<file path="src/rtl/wr_ptr_gray_gen_if.sv">
// Write-side pointer bundle between the FIFO producer and wr_ptr_gray_gen.
// master: producer / read-domain side that drives requests and the read pointer.
// slave:  the pointer generator itself.
interface wr_ptr_gray_gen_if #(
  parameter int unsigned ADDR_SIZE = 4
) ();

  logic                 wr_en;
  logic [ADDR_SIZE:0]   rptr_gray;
  logic [ADDR_SIZE-1:0] waddr;
  logic [ADDR_SIZE:0]   wptr_gray;
  logic                 wr_accept;
  logic                 full;
  logic                 overflow;

  modport master (
    output wr_en,
    output rptr_gray,
    input  waddr,
    input  wptr_gray,
    input  wr_accept,
    input  full,
    input  overflow
  );

  modport slave (
    input  wr_en,
    input  rptr_gray,
    output waddr,
    output wptr_gray,
    output wr_accept,
    output full,
    output overflow
  );

endinterface

</file>
<file path="src/rtl/wr_ptr_gray_gen.sv">
// Write-side pointer generator for an asynchronous FIFO.
// Holds the binary write pointer, drives the registered RAM write address, publishes
// the Gray-coded pointer to the read domain and derives registered full / sticky
// overflow flags from the read-domain Gray pointer.
// Optional macro WPTR_SYNC_EN: when defined, rptr_gray passes through a two-flop
// synchronizer before the full compare (full release is then two cycles later).
module wr_ptr_gray_gen #(
  parameter int unsigned ADDR_SIZE = 4
) (
  input logic           clk,
  input logic           rst_n,
  wr_ptr_gray_gen_if.slave bus
);

  localparam int unsigned PtrW = ADDR_SIZE + 1;

  logic [PtrW-1:0]      wbin_q, wbin_d;
  logic [PtrW-1:0]      gray_d;
  logic [PtrW-1:0]      wptr_gray_q;
  logic [ADDR_SIZE-1:0] waddr_q;
  logic                 full_q, full_d;
  logic                 overflow_q, overflow_d;
  logic                 wr_accept;
  logic [PtrW-1:0]      rq;
  logic [PtrW-1:0]      full_pattern;

`ifdef WPTR_SYNC_EN
  logic [PtrW-1:0] rsync1_q, rsync2_q;

  // Two-flop synchronizer bringing the read pointer into the write clock domain.
  always_ff @(posedge clk) begin
    if (!rst_n) begin
      rsync1_q <= '0;
      rsync2_q <= '0;
    end else begin
      rsync1_q <= bus.rptr_gray;
      rsync2_q <= rsync1_q;
    end
  end

  assign rq = rsync2_q;
`else
  // Integrator supplies an already-synchronized read pointer.
  assign rq = bus.rptr_gray;
`endif

  // Next pointer, Gray encoding and full/overflow next-state.
  always_comb begin
    wr_accept    = bus.wr_en & ~full_q;
    wbin_d       = wbin_q + PtrW'(wr_accept);
    gray_d       = (wbin_d >> 1) ^ wbin_d;
    // Full when the write pointer is exactly one lap ahead: top two Gray bits inverted.
    full_pattern = {~rq[ADDR_SIZE:ADDR_SIZE-1], rq[ADDR_SIZE-2:0]};
    full_d       = (gray_d == full_pattern);
    overflow_d   = overflow_q | (bus.wr_en & full_q);
  end

  // Pointer and flag registers; reset discards all pointer state on the edge.
  always_ff @(posedge clk) begin
    if (!rst_n) begin
      wbin_q      <= '0;
      waddr_q     <= '0;
      wptr_gray_q <= '0;
      full_q      <= 1'b0;
      overflow_q  <= 1'b0;
    end else begin
      wbin_q      <= wbin_d;
      waddr_q     <= wbin_d[ADDR_SIZE-1:0];
      wptr_gray_q <= gray_d;
      full_q      <= full_d;
      overflow_q  <= overflow_d;
    end
  end

  assign bus.wr_accept = wr_accept;
  assign bus.waddr     = waddr_q;
  assign bus.wptr_gray = wptr_gray_q;
  assign bus.full      = full_q;
  assign bus.overflow  = overflow_q;

endmodule

</file>
<file path="src/flat_wrapper.sv">
// flat-port wrapper written by rule: the top's interface ports become plain ports
module wr_ptr_gray_gen_flat 
#(
  parameter int unsigned ADDR_SIZE = 4
)
  (clk, rst_n, bus_wr_en, bus_rptr_gray, bus_waddr, bus_wptr_gray, bus_wr_accept, bus_full, bus_overflow);
  wr_ptr_gray_gen_if #(.ADDR_SIZE(ADDR_SIZE)) bus_i ();
  input logic clk;
  input logic rst_n;
  input wire logic [$bits(bus_i.wr_en)-1:0] bus_wr_en;
  input wire logic [$bits(bus_i.rptr_gray)-1:0] bus_rptr_gray;
  output wire logic [$bits(bus_i.waddr)-1:0] bus_waddr;
  output wire logic [$bits(bus_i.wptr_gray)-1:0] bus_wptr_gray;
  output wire logic [$bits(bus_i.wr_accept)-1:0] bus_wr_accept;
  output wire logic [$bits(bus_i.full)-1:0] bus_full;
  output wire logic [$bits(bus_i.overflow)-1:0] bus_overflow;
  assign bus_i.wr_en = bus_wr_en;
  assign bus_i.rptr_gray = bus_rptr_gray;
  assign bus_waddr = bus_i.waddr;
  assign bus_wptr_gray = bus_i.wptr_gray;
  assign bus_wr_accept = bus_i.wr_accept;
  assign bus_full = bus_i.full;
  assign bus_overflow = bus_i.overflow;
  wr_ptr_gray_gen #(.ADDR_SIZE(ADDR_SIZE)) u_core (.clk(clk), .rst_n(rst_n), .bus(bus_i));
endmodule
</file>
<file path="config.mk">
export PLATFORM = sky130hd
export DESIGN_NAME = wr_ptr_gray_gen_flat
export DESIGN_NICKNAME = d
export VERILOG_FILES = /design/src/rtl/wr_ptr_gray_gen_if.sv /design/src/rtl/wr_ptr_gray_gen.sv /design/src/flat_wrapper.sv
export SDC_FILE = /design/constraint.sdc
export NUM_CORES = 1
export LEC_CHECK = 0
export BUFFER_PORTS_ARGS = -buffer_cell sky130_fd_sc_hd__buf_2
export CAP_MARGIN = 0
export CELL_PAD_IN_SITES_DETAIL_PLACEMENT = 0
export CELL_PAD_IN_SITES_GLOBAL_PLACEMENT = 1
export CORE_UTILIZATION = 37
export DETAILED_ROUTE_END_ITERATION = 8
export PLACE_DENSITY_LB_ADDON = 0.1
export SLEW_MARGIN = 10
export SYNTH_ARGS = -nofsm -noshare
export SYNTH_HDL_FRONTEND = slang
export SYNTH_SLANG_ARGS = --single-unit
</file>
<file path="constraint.sdc">
create_clock -name clk -period 4.7 [get_ports clk]
set_input_delay 0.47 -clock clk [delete_from_list [all_inputs] [get_ports clk]]
set_output_delay 0.47 -clock clk [all_outputs]
set_load 0.01 [all_outputs]
</file>
# After elaboration in Yosys (flattened, before gate mapping)
# Index checks and enable logic that the tools add are counted.
# W data, S select, Z words.
dict set report word_totals {
  ff_bits 16
  inputBits 8
  wordCells 13
}
dict set report op_classes {
  addsub 1
  eq_ne 1
  bitwise_logic 6
}
# operator n
set op_table {}
lappend op_table {{$add A5 B1 Y5} 1}
lappend op_table {{$eq A5 B5 Y1} 1}
lappend op_table {{$xor A4 B5 Y5} 1}
lappend op_table {{$and A1 B1 Y1} 2}
lappend op_table {{$not A2 Y2} 1}
lappend op_table {{$not A1 Y1} 1}
lappend op_table {{$or A1 B1 Y1} 1}

# Longest topological paths before layout
dict set report depth {
  depth_word 5
  ltp_mapped 7
  ltp_nobuf 7
}

# Least setup slack after synthesis
# Ideal clock, no wire load.
dict set report synth_path {
  kind {in2reg}
  startpoint {in bus_wr_en}
  endpoint {reg u_core.full_q, in the netlist u_core.bus.full}
  setup_time_ns 0.120
  arrival_ns 1.852
  path_slack_ns 2.728
  path_stages 7
  n_path_buf 0
  path_cell_list {nor2b_1 ha_1 ha_1 and3_2 mux2_2 mux2i_1 a211oi_2}
}
dict set report synth_between {
  elab_chain_len 4
}
# element line_no
set synth_lines {}
lappend synth_lines {{from (decl)} flat_wrapper.sv:10} ;# input wire logic [$bits(bus_i.wr_en)-1:0] bus_wr_en;
lappend synth_lines {{$and A1 B1 Y1} wr_ptr_gray_gen.sv:49} ;# wr_accept = bus.wr_en & ~full_q;
lappend synth_lines {{$add A5 B1 Y5} wr_ptr_gray_gen.sv:50} ;# wbin_d = wbin_q + PtrW'(wr_accept);
lappend synth_lines {{$xor A4 B5 Y5} wr_ptr_gray_gen.sv:51} ;# gray_d = (wbin_d >> 1) ^ wbin_d;
lappend synth_lines {{$eq A5 B5 Y1} wr_ptr_gray_gen.sv:54} ;# full_d = (gray_d == full_pattern);
lappend synth_lines {{to (signal assigned)} wr_ptr_gray_gen.sv:70} ;# full_q <= full_d;
lappend synth_lines {{to (decl)} wr_ptr_gray_gen.sv:21} ;# logic full_q, full_d;
# No other way between the ends.
# A chain may end at the register's enable or synchronous reset.

# Worst setup path after layout
dict set report layout_path {
  startpoint {reg u_core.full_q, in the netlist u_core.bus.full}
  endpoint {reg u_core.full_q, in the netlist u_core.bus.full}
}
dict set report layout_between {
  elab_chain_len 5
}
# element line_no
set layout_lines {}
lappend layout_lines {{$not A1 Y1} wr_ptr_gray_gen.sv:49}
lappend layout_lines {{$and A1 B1 Y1} wr_ptr_gray_gen.sv:49}
lappend layout_lines {{$add A5 B1 Y5} wr_ptr_gray_gen.sv:50}
lappend layout_lines {{$xor A4 B5 Y5} wr_ptr_gray_gen.sv:51}
lappend layout_lines {{$eq A5 B5 Y1} wr_ptr_gray_gen.sv:54}
# No other way between the ends.

==> results.cfg <==
[critical_path]
critPathBufInv = 0
worst-setup-path-type = reg -> reg
cp-end-kind = flop
crit_start = u_core.bus.full
regToRegStartpoint = u_core.bus.full
slowest_delay_ns = 0.34
crit_family = multiplexers
worst_setup_path_start_kind = flop
crit_required_ns = 4.86
crit_arrival_ns = 1.94
crit_fanout = 3
crit_path_top_delay_cell = mux2_2
crit_path_frequent_cell = ha_1
cp_cell_sequence = nor2b_1, ha_1, ha_1, and3_2, mux2_2, mux2i_1, a211oi_2

[finish]
synthToLayoutAreaGrowth_pct = 24.5
diodes = 0
fin_nets = 86
final_util_pct = 51.3
stdcell_count = 89
drive_gt1_share_pct = 36.5
n_fill_cell = 136
design_area_um2 = 692
multiInputGateArea_um2 = 332
regArea_um2 = 220

[sta]
worst_pin_slew_ns = 0.457
rsz0062_at_grt = no
max_freq_mhz = 561
min_period_ns = 1.78
finalClockSkew_ns = 0.00275
hold_violations = 0
drv_slew = 0
worst_slack_ns = 2.92
max-slew-margin-rel_pct = 69.3
fin_crit_sh_pct = 37.9
fin_tns_setup_ns = 0
setup_viol = 0

[yosys]
synth_area_um2 = 556
synth_area_leaders = dfxtp_1 (40%), xnor2_1 (13%), nor2b_1 (7.9%)
synth_fp_nets = 63
synth_cell_types = 19
yosysSeqAreaShare_pct = 39.6
synth.most_common_cell = dfxtp_1
ys_ff_latch = 11
async_flop_share_pct = 0
synth_top_area_share_pct = 39.6
synth_top_cell_by_area = dfxtp_1
ys_dominant_reg_cell = dfxtp_1
syn_inst = 52
synthTopCellsByCount = dfxtp_1 (11), xnor2_1 (8), nor2b_1 (7), and2_1 (5)
yosysWarningCount = 0
avgSynthCellArea_um2 = 10.7
synth_edf_count = 0

[routing]
drtIter0Drc = 3
dr.pass1.iters = 2
wl_per_cell_um = 10.3
ant_nets = 0
viasPerCell = 4.52
vias = 402
drc_errors = 0
wirelength_um = 915

[global_route]
grt_use_total_pct = 13.4
grt-ovfl-total = 0
grt_pass1_wl_mm = 1.42
grt_pass1_vias = 349
grt_max_degree = 12
antenna_found_initial = 0

[die]
die_h_um = 40.8
dieWidth_um = 40.8
die_area_mm2 = 0.00166
initial_core_util_pct = 41.1
coreArea_mm2 = 0.00135
io_pins = 20
num_rows = 13

[place]
dp_cells = 85
hpwl_um = 716
post-place-ws_ns = 2.63
routabilityCongestion = 0.691
port_buffers = 19
dpl_cell_area_um2 = 666

[clock_tree]
worst_skew_pair.late_latency_ns = 0.26
cts_buffer_depth = 2
cts-htree-levels = 1
hold_buffers = 0
cts_setup_buffers = 0
root_buffer = clkbuf_4
cts.sinks = 11
path_clk_slew_ns = 0.07
cts.repair.resized = 0
cts_tree = done
numCtsBuffers = 3

[power_and_ir_drop]
p_leak_nw = 0.323
power_density_mw_per_mm2 = 293
ir_drop_v = 0.000168

[flow_run]
drv_cap = 0

[min_path]
hold_start = bus_wr_en
min_path_type = in -> reg

[run_status]
status = finished clean
==> where the power goes <==
group           total, W  switching [W]  internal [W]
registers       0.000101     0.00000245     0.0000984
clock network  0.0000636      0.0000308     0.0000328
logic          0.0000382      0.0000185     0.0000198
total           0.000203      0.0000517      0.000151
==> logic make-up (layout without fill, tap and decap cells) <==
| logic type | after synthesis | count (layout) | synth area share, % |
|---|---|---|---|
| xor gates and xnor gates | 12 | 12 | 22.3 |
| DFF | 11 | 11 | 39.6 |
| adders and majority gates | 3 | 3 | 6.76 |
| buffers and inverters | 1 | 23 | 0.675 |
| muxes | 3 | 3 | 5.63 |
| and+or+nand+nor | 20 | 20 | 21.8 |
| AOI/OAI and AO/OA | 2 | 2 | 3.15 |
==> metal layers <==
layer | share of wire (%) | up-vias | GRT usage [%]
li1 | - | 214 | -
met1 | 51 | 174 | 15.9
met2 | 43 | 14 | 20.6
met3 | 6.6 | 0 | 6.52
met4 | 0 | 0 | 5.00
met5 | 0 | - | 0
==> sequential cells by signal, indices dropped and copies added, names as in the netlist <==
name and flops:
u_core.wbin_q 1, u_core.bus.waddr 3, u_core.bus.overflow 1, u_core.bus.full 1, u_core.bus.wptr_gray 5
==> per-stage QoR <==
step                power (W)  hold WS [ns]
floorplan            0.000130         0.524
global placement     0.000142         0.463
detailed placement   0.000142         0.475
CTS                  0.000206         0.465
global route         0.000217         0.483
finish               0.000203         0.467
==> worst reg2reg max path, delay by kind of cell, from the launching register on <==
family / cells / cell delay [ns]
simple gates: 2 / 0.44
compound gates: 1 / 0.05
fa+ha+maj: 2 / 0.36
flops: 1 / 0.32
mux: 2 / 0.51
==> path summary, 6_finish.rpt <==
check	end	slack [ns]	cells past startpoint
setup / recovery	u_core.bus.full	2.92	7
hold reg to reg	u_core.bus.overflow	0.49	2
setup reg to reg	u_core.bus.full	2.92	7
hold / removal	u_core.bus.overflow	0.47	3
==> cell usage in the layout (no fill, tap or decap), drive strengths merged <==
master | Yosys | layout
a211oi | 1 | 1
a21oi | 1 | 1
and2 | 5 | 5
and3 | 1 | 1
buf | 0 | 19
clkbuf | 1 | 4
dfxtp | 11 | 11
ha | 3 | 3
mux2 | 1 | 1
mux2i | 2 | 2
nand2 | 2 | 2
nand2b | 1 | 1
nand3 | 2 | 2
nor2 | 1 | 1
nor2b | 7 | 7
or3 | 1 | 1
xnor2 | 8 | 8
xor2 | 3 | 3
xor3 | 1 | 1
==> cell type report <==
class                           count  area share (%)
Clock buffer                        4            3.80
Sequential cell                    11            31.8
Tap cell                           15            2.71
Timing Repair Buffer               19            13.7
Multi-Input combinational cell     40            47.9
(Power assumes the default switching activity.)
